### src/rtl/instr_sequencer_if.sv
// Sequencer-side bundle: control inputs, instruction memory port, decoded fields and status.
// master = sequencer, slave = surrounding datapath / memory / test environment.
interface instr_sequencer_if #(
   parameter int unsigned ADDR_W = 4
);
   logic              start;
   logic              step_mode;
   logic              step;
   logic [ADDR_W-1:0] imem_addr;
   logic [15:0]       imem_data;
   logic [3:0]        opcode;
   logic [3:0]        rd_addr;
   logic [3:0]        rs2_imm;
   logic [3:0]        rs1_addr;
   logic              wb_en;
   logic              read_valid;
   logic              busy;
   logic              halted;
   logic [7:0]        instr_count;

   modport master (
      input  start, step_mode, step, imem_data,
      output imem_addr, opcode, rd_addr, rs2_imm, rs1_addr,
      output wb_en, read_valid, busy, halted, instr_count
   );

   modport slave (
      output start, step_mode, step, imem_data,
      input  imem_addr, opcode, rd_addr, rs2_imm, rs1_addr,
      input  wb_en, read_valid, busy, halted, instr_count
   );
endinterface

### src/rtl/instr_sequencer.sv
// Four-phase instruction sequencer: FETCH -> DECODE -> EXEC -> WB, with optional single-step
// pause before every fetch and a HALT state entered on an all-zero instruction word.
module instr_sequencer #(
   parameter int unsigned ADDR_W    = 4,
   parameter int unsigned LAST_ADDR = 15
) (
   input logic               clk,
   input logic               rst,
   instr_sequencer_if.master bus
);
   localparam logic [ADDR_W-1:0] LastPc = ADDR_W'(LAST_ADDR);
   localparam logic [ADDR_W-1:0] PcOne  = ADDR_W'(1);
   localparam logic [3:0]        OpNop  = 4'b0000;
   localparam logic [3:0]        OpRead = 4'b0010;

   typedef enum logic [2:0] {
      StIdle, StStepWait, StFetch, StDecode, StExec, StWb, StHalt
   } state_e;

   state_e            state_q, state_d;
   logic [ADDR_W-1:0] pc_q, pc_d;
   logic [15:0]       ir_q, ir_d;
   logic [7:0]        cnt_q, cnt_d;
   logic              wb_en_q, wb_en_d;
   logic              rv_q, rv_d;

   logic [3:0] ir_op;
   assign ir_op = ir_q[15:12];

   // Next-state, PC/IR/count update and the strobes that become registered in WB.
   always_comb begin
      state_d = state_q;
      pc_d    = pc_q;
      ir_d    = ir_q;
      cnt_d   = cnt_q;
      wb_en_d = 1'b0;
      rv_d    = 1'b0;
      unique case (state_q)
         StIdle, StHalt: begin
            if (bus.start) begin
               pc_d    = '0;
               cnt_d   = '0;
               state_d = bus.step_mode ? StStepWait : StFetch;
            end
         end
         StStepWait: begin
            if (bus.step) state_d = StFetch;
         end
         StFetch: begin
            state_d = StDecode;
         end
         StDecode: begin
            if (bus.imem_data == 16'h0000) begin
               ir_d    = '0;
               state_d = StHalt;
            end else begin
               ir_d    = bus.imem_data;
               state_d = StExec;
            end
         end
         StExec: begin
            // Strobes are computed here so they are register outputs during WB only.
            wb_en_d = (ir_op != OpNop) && (ir_op != OpRead);
            rv_d    = (ir_op == OpRead);
            state_d = StWb;
         end
         StWb: begin
            pc_d    = (pc_q == LastPc) ? '0 : pc_q + PcOne;
            cnt_d   = cnt_q + 8'd1;
            state_d = bus.step_mode ? StStepWait : StFetch;
         end
         default: state_d = StIdle;
      endcase
   end

   // State and datapath registers with synchronous reset.
   always_ff @(posedge clk) begin
      if (rst) begin
         state_q <= StIdle;
         pc_q    <= '0;
         ir_q    <= '0;
         cnt_q   <= '0;
         wb_en_q <= 1'b0;
         rv_q    <= 1'b0;
      end else begin
         state_q <= state_d;
         pc_q    <= pc_d;
         ir_q    <= ir_d;
         cnt_q   <= cnt_d;
         wb_en_q <= wb_en_d;
         rv_q    <= rv_d;
      end
   end

   // Status and field outputs; opcode is forced to NOP while not executing a program.
   always_comb begin
      bus.busy   = (state_q == StFetch) || (state_q == StDecode) || (state_q == StExec) ||
                   (state_q == StWb) || (state_q == StStepWait);
      bus.halted = (state_q == StHalt);
      bus.opcode = ((state_q == StIdle) || (state_q == StStepWait) || (state_q == StHalt)) ?
                   4'b0000 : ir_op;
   end

   assign bus.imem_addr   = pc_q;
   assign bus.rd_addr     = ir_q[11:8];
   assign bus.rs2_imm     = ir_q[7:4];
   assign bus.rs1_addr    = ir_q[3:0];
   assign bus.wb_en       = wb_en_q;
   assign bus.read_valid  = rv_q;
   assign bus.instr_count = cnt_q;
endmodule

### src/flat_wrapper.sv
// flat-port wrapper written by rule: the top's interface ports become plain ports
module instr_sequencer_flat 
#(
   parameter int unsigned ADDR_W    = 4,
   parameter int unsigned LAST_ADDR = 15
)
  (clk, rst, bus_start, bus_step_mode, bus_step, bus_imem_data, bus_imem_addr, bus_opcode, bus_rd_addr, bus_rs2_imm, bus_rs1_addr, bus_wb_en, bus_read_valid, bus_busy, bus_halted, bus_instr_count);
  instr_sequencer_if #(.ADDR_W(ADDR_W)) bus_i ();
  input logic clk;
  input logic rst;
  input wire logic [$bits(bus_i.start)-1:0] bus_start;
  input wire logic [$bits(bus_i.step_mode)-1:0] bus_step_mode;
  input wire logic [$bits(bus_i.step)-1:0] bus_step;
  input wire logic [$bits(bus_i.imem_data)-1:0] bus_imem_data;
  output wire logic [$bits(bus_i.imem_addr)-1:0] bus_imem_addr;
  output wire logic [$bits(bus_i.opcode)-1:0] bus_opcode;
  output wire logic [$bits(bus_i.rd_addr)-1:0] bus_rd_addr;
  output wire logic [$bits(bus_i.rs2_imm)-1:0] bus_rs2_imm;
  output wire logic [$bits(bus_i.rs1_addr)-1:0] bus_rs1_addr;
  output wire logic [$bits(bus_i.wb_en)-1:0] bus_wb_en;
  output wire logic [$bits(bus_i.read_valid)-1:0] bus_read_valid;
  output wire logic [$bits(bus_i.busy)-1:0] bus_busy;
  output wire logic [$bits(bus_i.halted)-1:0] bus_halted;
  output wire logic [$bits(bus_i.instr_count)-1:0] bus_instr_count;
  assign bus_i.start = bus_start;
  assign bus_i.step_mode = bus_step_mode;
  assign bus_i.step = bus_step;
  assign bus_i.imem_data = bus_imem_data;
  assign bus_imem_addr = bus_i.imem_addr;
  assign bus_opcode = bus_i.opcode;
  assign bus_rd_addr = bus_i.rd_addr;
  assign bus_rs2_imm = bus_i.rs2_imm;
  assign bus_rs1_addr = bus_i.rs1_addr;
  assign bus_wb_en = bus_i.wb_en;
  assign bus_read_valid = bus_i.read_valid;
  assign bus_busy = bus_i.busy;
  assign bus_halted = bus_i.halted;
  assign bus_instr_count = bus_i.instr_count;
  instr_sequencer #(.ADDR_W(ADDR_W), .LAST_ADDR(LAST_ADDR)) u_core (.clk(clk), .rst(rst), .bus(bus_i));
endmodule
### config.mk
export PLATFORM = sky130hd
export DESIGN_NAME = instr_sequencer_flat
export DESIGN_NICKNAME = d
export VERILOG_FILES = /design/src/rtl/instr_sequencer_if.sv /design/src/rtl/instr_sequencer.sv /design/src/flat_wrapper.sv
export SDC_FILE = /design/constraint.sdc
export NUM_CORES = 1
export LEC_CHECK = 0
export ABC_AREA = 1
export ABC_CLOCK_PERIOD_IN_PS = 1050
export CAP_MARGIN = 25
export CORE_MARGIN = 4
export CORE_UTILIZATION = 35
export DETAILED_ROUTE_END_ITERATION = 8
export PLACE_DENSITY = 0.67
export REMOVE_ABC_BUFFERS = 1
export SETUP_SLACK_MARGIN = 0.4
export SLEW_MARGIN = 20
export SYNTH_ARGS = -nofsm -noshare
export SYNTH_HDL_FRONTEND = slang
export SYNTH_SLANG_ARGS = --single-unit
### constraint.sdc
create_clock -name clk -period 1.05 [get_ports clk]
set_input_delay 0.21 -clock clk [delete_from_list [all_inputs] [get_ports clk]]
set_output_delay 0.21 -clock clk [all_outputs]
set_load 0.02 [all_outputs]
[Yosys cells after proc, flatten, opt, wreduce, memory -nomap -nowiden]
Index checks and enable logic that the tools add are counted.
Word-level totals
  flip-flop bits (word level): 33
  input port bits: 21
  output and inout port bits: 32
  word-level logic and storage cells: 47
Cells by class
  $add $sub $neg: 2
  equal/unequal tests: 11
  multiplexer cells: 12
  bitwise logic cells: 1
  reduce and logical (&&, ||, !) cells: 15
Operators by type and width (number)
  $pmux 3 s6: 1
  $logic_not 16->1: 1
  $mux 16: 1
  $pmux 8 s2: 1
  $mux 4: 3
  $eq 3x3->1 const B: 3
  $add 8x1->8 const B: 1
  $mux 8: 1
  $pmux 4 s2: 1
  $eq 3x2->1 const B: 2
  $logic_or 1x1->1: 6
  $mux 3: 2
  $add 4x1->4 const B: 1
  $eq 4x2->1 const B: 1
  $eq 4x4->1 const B: 1
  $mux 2: 2
  $ne 2x2->1 const B: 2
  $ne 4x2->1 const B: 1
  $reduce_and 2->1: 2
  $reduce_bool 4->1: 1
  $reduce_or 2->1: 2
  $eq 3x1->1 const B: 1
  $logic_not 3->1: 1
  $reduce_bool 2->1: 1
  2 further kinds: 2

[Longest topological paths before layout]
Gate-level depths: netlist of the first run.
  depth in word-level cells: 5
  mapped depth: 9

[Least setup slack after synthesis of the first run]
No wires, ideal clock.
  path type: reg2reg
  start point: reg u_core.cnt_q[2], in the netlist u_core.bus.instr_count[2]
  end point: reg u_core.cnt_q[7], in the netlist u_core.bus.instr_count[7]
  setup time: 0.114 ns
  data arrival time: 1.203 ns
  required time: 0.936 ns
  setup slack: -0.267 ns
  cell stages (with the launch flop): 10
  path through: dfxtp_1 > nand3_1 > nor2_1 > nand2_1 > nor2_1 > nand2_1 > nor2_1 > nand2_1 > nand2_1 > nor2_1
Between the ends
  word-level cells in the longest chain between the ends: 2
Ends and longest elaborated chain
  start, declared: line instr_sequencer.sv:23  | logic [7:0] cnt_q, cnt_d;
  start signal, assigned: line instr_sequencer.sv:89  | cnt_q <= cnt_d;
  $add 8x1->8: line instr_sequencer.sv:69  | cnt_d = cnt_q + 8'd1;
  $pmux 8 s2: line instr_sequencer.sv:38  | unique case (state_q)
No other way between the ends.
A chain may end at the register's enable or synchronous reset.

[Worst setup path in the final report of the first run]
  start point: reg u_core.state_q[0]
  end point: out bus_opcode[1]
Between the ends
  word-level cells in the longest chain between the ends: 4
  elaborated cells between the ends (all ways): 6
  classes of those cells: eq/ne (2); mux (1); reduce/logical (3)
Ends and longest elaborated chain
  start, declared: line instr_sequencer.sv:20  | state_e state_q, state_d;
  start signal, assigned: line instr_sequencer.sv:79  | state_q <= StIdle;
  start signal, assigned: line instr_sequencer.sv:86  | state_q <= state_d;
  $eq 3x1->1 / $logic_not 3->1 (equally long branches): line instr_sequencer.sv:100  | bus.opcode = ((state_q == StIdle) || (state_q == StStepWait) || (state_q == StHalt)) ?
  $logic_or 1x1->1: line instr_sequencer.sv:100
  $logic_or 1x1->1 (*): line instr_sequencer.sv:100
  $mux 4 (*): line instr_sequencer.sv:100
  end, declared: line flat_wrapper.sv:16  | output wire logic [$bits(bus_i.opcode)-1:0] bus_opcode;
Every way passes the cells marked *; elsewhere a longest branch is shown, timed or not.

==> results.toml, run 1 <==
[run_status]
outcome = "complete, but fails checks"
violations = "setup timing"

[setup_path]
path_max_fanout = 4
reg2reg_slack_ns = -0.29
crit_path_end_kind = "output port"
cp-start-kind = "flop"
r2r-start = "u_core.state_q[0]"
worst_ep_arrival_time_ns = 1.24
worstSetupStartpoint = "u_core.state_q[0]"
worstPathRequired_ns = 0.84
critPathKind = "reg -> out"

[yosys]
syn_inst = 220
ys.flop_type = "dfxtp_1"
synth_edf_count = 0
synth_cell_type_count = 32
yosysWarnings = 0
synth-seq-cells = 33
avgSynthCellArea_sq_um = 7.12
yosysSeqAreaShare_pct = 42.2
syn_area_sq_mm = 0.00157
async_reset_ff_share_pct = 0

[drt]
routedWlPerCell_um = 12.9
vias = 1697
routed_wl_um = 4570
ant_nets = 0
routed_via_density = 4.78
drc = 0
drt_iter0_markers = 66
first_pass_iters = 4

[power_and_ir_drop]
ir_drop_v = 0.00123
p_per_area_mw_per_mm2 = 1840
p_leak_uw = 0.00118

[hold_path]
hold_path_class = "reg -> reg"
hold_path_startpoint = "u_core.ir_q[13]"

[clocking]
insertion_delay_ns = 0.28
cts.sinks = 33
cts_tree = "done"
cts_root_buffer = "clkbuf_8"
clkTransAtPathRegs_ns = 0.07
cts_max_level = 2
postCtsHoldBufs = 0
clock_path_buffers = 2
cts_made_buffers = 5

[finish]
fillers = 366
final_cell_mix = "nor2_1, buf_4, buf_6, nand2_1, dfxtp_2"
post-route-util_pct = 62.6
num-nets-final = 325
final-seq-area_sq_um = 712
multi_input_area_sq_um = 896
drive_gt1_share_pct = 52.8
layout_commonest_cell = "nor2_1"
area_growth_syn_to_layout_pct = 73.9
diodes = 0
finalInstanceArea_sq_mm = 0.00272

[grt]
grtUsageTotal_pct = 15.9
grt_pass1_vias = 1603
antenna_found_initial = 0
grt.overflow.total = 0
grt_max_degree = 22
grt_first_pass_wirelength_um = 6980

[sta]
fin_crit_sh_pct = 138
finalHoldWorstSlack_ns = 0.470
fmax_mhz = 692
fin_worst_skew_ns = 0.00643
max_slew_margin_pct = 71.5
rsz0062_at_grt = "true"
finalSetupViolCount = 39
fin_ws_ns = -0.395
tightest_slew_ns = 0.427
slew_viol_final = 0
hold_viol = 0
period_needed_ns = 1.45

[placed_design]
placed_area_sq_mm = 0.00229
gp_congestion = 0.812
port_buffers = 52
dp_hpwl_um = 3110
pre_cts_slack_ns = -0.612

[floorplanning]
initial_core_util_pct = 36.0
core_sq_mm = 0.00435
die_area_sq_mm = 0.00561
die_h_um = 74.9
pin_count = 53
die_w_um = 74.9
row_count = 24

[job]
cap_violations = 0
kinds of logic after synthesis:
kind of cell | synth area share, %
flip-flops | 42.2
buffers and inverters | 12.2
XOR/XNOR | 0.559
AND/OR/NAND/NOR | 27.9
adder cells (fa/ha/maj) | 1.60
AO/OA/AOI/OAI | 15.6
area by class of cell:
class / instances / share of cell area [%]
multi-input cells: 151 / 32.9
inverters: 18 / 3.31
repair inverters: 2 / 0.459
clock inverters: 1 / 0.184
flip-flops and latches: 33 / 26.1
repair buffers: 91 / 31.1
well taps: 52 / 2.39
clock buffers: 7 / 3.54
synthesized netlist by cell type (2+ instances only):
master | number | area, sq um
nand3b_1 | 2 | 15.0
buf_4 | 12 | 90.1
nand3_1 | 6 | 30.0
buf_2 | 3 | 15.0
o21ai_0 | 15 | 75.1
ha_1 | 2 | 25.0
inv_1 | 13 | 48.8
a31oi_1 | 3 | 18.8
nor2_1 | 51 | 191
inv_2 | 5 | 18.8
dfxtp_1 | 33 | 661
nand2_2 | 2 | 12.5
a211oi_1 | 4 | 30.0
nand4_1 | 2 | 12.5
or2_1 | 2 | 12.5
nand2_1 | 37 | 139
o21ai_1 | 2 | 10.0
a21oi_1 | 12 | 60.1
stage by stage:
step           setup TNS (ns)  total power [uW]  cells
2_1_floorplan           -7.21              2440    202
3_3_place_gp           -14.98              3350    341
3_5_place_dp           -16.07              3370    341
4_1_cts                 -8.20              4830    353
5_1_grt                -12.25              5300    355
6_report                -9.25              5010    355
state kept, by name, summed over array words and instances, names as in the netlist:
register                flops
u_core.bus.wb_en            1
u_core.bus.read_valid       1
u_core.bus.instr_count      8
u_core.ir_q                16
u_core.state_q              3
u_core.bus.imem_addr        4
what timing repair did:
action	CTS	global route
cloned	1	2
gates resized for setup	245	40
pin swaps	5	8
buffers inserted	3	0
endpoints found under the setup margin	65	65
worst max-delay path: stages, from the launching register on:
cell and delay (ns):
dfxtp_4 0.38, inv_4 0.04, buf_6 0.11, nor2_4 0.09
nand2_2 0.06, nand2_2 0.08, nor2_1 0.05, buf_4 0.15
worst paths after layout:
path                             endpoint  cells after the start
setup / recovery            bus_opcode[1]                      7
hold / removal      u_core.bus.read_valid                      2
setup reg to reg  u_core.bus.imem_addr[0]                      8
hold reg to reg     u_core.bus.read_valid                      2
routing by layer:
layer	global-route usage [%]	vias up	part of all wire [%]
met5	0	-	0
met4	4.35	0	0.94
met3	4.14	5	4.9
met2	27.4	35	52
met1	19.6	784	42
li1	-	873	-
power by group:
part	internal [uW]	switching (uW)
clock	592	454
combinational	1100	1260
sequential	1450	154
Power figures use the tool's default switching activity.
==> inputs of run 2 (changes only) <==
Settings changed: CORE_MARGIN 4 to 10, CORE_UTILIZATION 35 to 30, PLACE_DENSITY 0.67 to unset, REMOVE_ABC_BUFFERS 1 to unset.
==> results.toml, run 2 (synthesis results as in run 1) <==
[placed_design]
port_buffers = 52
dp_hpwl_um = 3500
placed_area_sq_mm = 0.00245
gp_congestion = 0.838
pre_cts_slack_ns = -0.591

[clocking]
insertion_delay_ns = 0.28
cts_max_level = 2
clkTransAtPathRegs_ns = 0.07
postCtsHoldBufs = 0
cts_made_buffers = 5
cts.sinks = 33
cts_root_buffer = "clkbuf_8"
cts_tree = "done"
clock_path_buffers = 2

[finish]
diodes = 0
post-route-util_pct = 58.3
area_growth_syn_to_layout_pct = 88.9
final_cell_mix = "nor2_1, buf_6, buf_4, nand2_1, dfxtp_2"
finalInstanceArea_sq_mm = 0.00296
largest_reg_flops = 16
fillers = 457
num-nets-final = 328
layout_commonest_cell = "nor2_1"
drive_gt1_share_pct = 55.9
top_register = "u_core.ir_q"

[setup_path]
worstSetupStartpoint = "u_core.state_q[0]"
worstPathRequired_ns = 1.25
critPathKind = "reg -> reg"
path_max_fanout = 7
slowest_delay_ns = 0.38
cp_slowest_cell = "dfxtp_4"
cp_cell_sequence = "inv_4, nor2_4, buf_6, buf_6, buf_6, nand2_8, a21oi_2, o21ai_1, a21oi_1"
crit_path_end_kind = "flop"
cp-start-kind = "flop"
worst_ep_arrival_time_ns = 1.65
r2r-start = "u_core.state_q[0]"
crit_top_cell = "buf_6"

[drt]
routedWlPerCell_um = 13.3
first_pass_iters = 4
ant_nets = 0
routed_via_density = 4.63
vias = 1740
drc = 0
drt_iter0_markers = 63
routed_wl_um = 5020

[sta]
tightest_slew_ns = 0.205
slew_viol_final = 0
fin_ws_ns = -0.397
rsz0062_at_grt = "true"
finalSetupViolCount = 39
period_needed_ns = 1.45
fin_worst_skew_ns = 0.00500
hold_viol = 0
max_slew_margin_pct = 86.3
fin_crit_sh_pct = 138
fmax_mhz = 691

[floorplanning]
row_count = 26
die_w_um = 92.3
initial_core_util_pct = 30.9
pin_count = 53
die_area_sq_mm = 0.00851
core_sq_mm = 0.00507
die_h_um = 92.3

[job]
cap_violations = 0

[grt]
grt_first_pass_wirelength_um = 8370
grt.overflow.total = 0
grt_max_degree = 22
grtUsageTotal_pct = 11.9
antenna_found_initial = 0
grt_pass1_vias = 1802

[yosys]
syn_nets = 243

[power_and_ir_drop]
p_per_area_mw_per_mm2 = 1940
ir_drop_v = 0.000947
power.total_uw = 5760
p_leak_uw = 0.00125

[hold_path]
hold_path_startpoint = "u_core.ir_q[13]"
hold_path_class = "reg -> reg"

[run_status]
violations = "setup timing"
outcome = "complete, but fails checks"
## run 2: cell count changes in the layout (fill, tap and decap cells not counted), sizes merged
cell      delta
buf          +4
inv          -3
clkbuf       +1
clkinvlp     +1
## run 2: per-layer routing
metal | vias to the layer above | routed length, um | GRT usage, %
li1 | 877 | - | -
met1 | 821 | 2030 | 12.6
met2 | 38 | 2660 | 21.4
met3 | 4 | 281 | 3.99
met4 | 0 | 52 | 4.24
met5 | - | 0 | 0
## run 2: worst max-delay path, delay by kind of cell (launching register included)
family	cells	cell delay (ns)
flip-flops	1	0.38
AND/OR/NAND/NOR	2	0.25
AO/OA/AOI/OAI	3	0.38
buffers and inverters	4	0.34
## run 2: repair_timing
action	4_1_cts	5_1_grt
setup buffers	6	2
endpoints found under the hold margin	0	0
gates cloned	1	0
pin swaps	6	16
gates resized for setup	238	41
setup endpoints to repair	65	65
## run 2: layout make-up
cell class	instances	area (sq um)	share of cell area, %
clock buffers	8	111	3.76
repair inverters	1	7.51	0.254
flip-flops and latches	33	712	24.1
multi-input cells	151	1000	33.9
inverters	18	97.6	3.30
well taps	70	87.6	2.96
repair buffers	95	941	31.8
## run 2: power breakdown
group | internal, uW | switching, uW | total (uW)
Combinational | 1330 | 1640 | 2970
Sequential | 1450 | 173 | 1630
Clock | 678 | 479 | 1160
## run 2: final timing paths
kind	endpoint	slack, ns	depth (start not counted)
setup reg to reg	u_core.state_q[0]	-0.40	9
hold reg to reg	u_core.bus.read_valid	0.51	2
hold / removal	u_core.bus.read_valid	0.51	2
setup / recovery	u_core.state_q[0]	-0.40	9
## run 2: through the flow
stage                     TNS (ns)  hold slack [ns]  cells
after detailed placement    -12.25            0.454    359
final                       -10.08            0.513    376
after global routing        -12.95            0.536    376
after global placement      -11.52            0.452    359
after CTS                    -8.40            0.474    374
after floorplan              -1.25            0.345    220
==> inputs of run 3 (changes only) <==
Settings changed: CORE_UTILIZATION 30 to 29.
==> results.toml, run 3 (synthesis results as in run 1) <==
[setup_path]
cp_slowest_cell = "dfxtp_2"
critPathKind = "reg -> out"
crit_family = "simple AND/OR/NAND/NOR gates"
crit_path_end_kind = "output port"
path_max_fanout = 4
worst_ep_arrival_time_ns = 1.25
worstPathRequired_ns = 0.84
slowest_delay_ns = 0.35
crit_top_cell = "nand2_2"
crit_buf_inv = 2
cp_cell_sequence = "inv_2, nand2_2, nand2_2, nand2_2, nand2_4, nor2_4, buf_6"
cp-start-kind = "flop"

[drt]
vias = 1736
ant_nets = 0
routedWlPerCell_um = 12.9
drc = 0
drt_iter0_markers = 32
routed_wl_um = 4910
first_pass_iters = 4
routed_via_density = 4.57

[sta]
fin_ws_ns = -0.407
finalSetupTns_ns = -8.70
fin_worst_skew_ns = 0.00374
fmax_mhz = 687
period_needed_ns = 1.46
tightest_slew_ns = 0.250
slew_viol_final = 0
rsz0062_at_grt = "true"
max_slew_margin_pct = 83.2
finalSetupViolCount = 41
hold_viol = 0
fin_crit_sh_pct = 139

[finish]
area_growth_syn_to_layout_pct = 92.7
post-route-util_pct = 58.4
final_cell_mix = "buf_6, buf_4, nor2_1, nand2_1, dfxtp_2"
fillers = 454
layout_commonest_cell = "buf_6"
num-nets-final = 332
largest_reg_flops = 16
drive_gt1_share_pct = 60.6
diodes = 0
top_register = "u_core.ir_q"
stdcell_count = 380

[power_and_ir_drop]
ir_drop_v = 0.000966
p_seq_share_pct = 28.3
p_per_area_mw_per_mm2 = 1860
p_leak_uw = 0.00125
power_switching_uw = 2150
p_comb_share_pct = 51.0
clkPwrFrac_pct = 20.7
power_switching_share_pct = 38.2
internal-power_uw = 3470

[floorplanning]
die_area_sq_mm = 0.00874
pin_count = 53
initial_core_util_pct = 30.3
core_sq_mm = 0.00517
die_h_um = 93.5
row_count = 26
die_w_um = 93.5

[grt]
grt_first_pass_wirelength_um = 8030
grtUsageTotal_pct = 11.4
grt_max_degree = 17
grt_pass1_vias = 1709
antenna_found_initial = 0
grt.overflow.total = 0

[placed_design]
dp_hpwl_um = 3450
gp_congestion = 0.859
port_buffers = 52
placed_cells = 357

[clocking]
cts.sinks = 33
cts_max_level = 2
clkTransAtPathRegs_ns = 0.07
cts_tree = "done"
clock_path_buffers = 2
cts_root_buffer = "clkbuf_8"
cts_made_buffers = 5
postCtsHoldBufs = 0
insertion_delay_ns = 0.29

[hold_path]
hold_path_class = "reg -> reg"

[job]
cap_violations = 0

[yosys]
syn_nets = 243

[run_status]
violations = "setup timing"
outcome = "complete, but fails checks"
[run 3: cell count changes in the layout (fill, tap and decap cells not counted), moves of 2 or more]
cell,before,now
nor2_1,40,24
nor2_2,5,15
nand2_2,5,12
nor2_4,7,13
nand2_4,7,2
buf_6,38,42
a21oi_1,4,6
a21oi_2,9,7
nand2_8,3,1
nand3_2,2,0
o21ai_1,2,4
[run 3: through the flow]
step           cell area [sq um]  hold WS (ns)  setup WS [ns]  power (uW)
6_report                    3020         0.501         -0.407        5620
5_1_grt                     3020         0.535         -0.479        5950
4_1_cts                     2870         0.467         -0.395        5380
3_5_place_dp                2440         0.457         -0.557        3660
3_3_place_gp                2440         0.457         -0.531        3650
2_1_floorplan               1670         0.345         -0.111        2840
[run 3: layout make-up]
class                      count  area [sq um]  area share (%)
multi-input combinational    151          1000            33.3
timing repair buffer          98           993            32.9
sequential                    33           709            23.5
clock buffer                   7           108            3.56
inverter                      18          90.1            2.98
tap                           70          87.6            2.90
timing repair inverter         2          18.8           0.622
clock inverter                 1          7.51           0.249
[run 3: repair_timing]
action                     CTS  global route
gates resized for setup    260            33
setup endpoints to repair   65            65
setup buffers                7             6
cloned                       2             0
hold endpoints to repair     0             0
pin swaps                    9            11
[run 3: power groups by stage]
| stage | Clock (uW) | Combinational, uW | Sequential, uW |
|---|---|---|---|
| after global placement | 0 | 2080 | 1570 |
| final | 1160 | 2870 | 1590 |
| after CTS | 1190 | 2600 | 1590 |
| after detailed placement | 0 | 2090 | 1580 |
| after global routing | 1260 | 3080 | 1610 |
| after floorplan | 0 | 1270 | 1570 |
[run 3: tightest hold or removal path: cells and delay by family (launching register included)]
| family | cells | cell delay [ns] |
|---|---|---|
| AOI/OAI and AO/OA | 1 | 0.06 |
| DFF | 1 | 0.34 |
| and+or+nand+nor | 1 | 0.07 |
[run 3: metal layers]
layer	vias to the layer above	routed length [um]	share of wire, %	track usage (%)
met5	-	0	0	0
met4	0	106	2.2	6.17
li1	884	-	-	-
met3	8	313	6.4	3.60
met2	41	2550	52	20.2
met1	803	1950	40	11.8
[run 3: worst paths after layout]
check,from,end,slack [ns],depth (start not counted)
worst max-delay path,u_core.state_q[0],bus_opcode[1],-0.41,7
worst max register to register,u_core.state_q[1],u_core.state_q[0],-0.32,8
worst min register to register,u_core.ir_q[10],u_core.ir_q[10],0.50,2
worst min-delay path,u_core.ir_q[10],u_core.ir_q[10],0.50,2
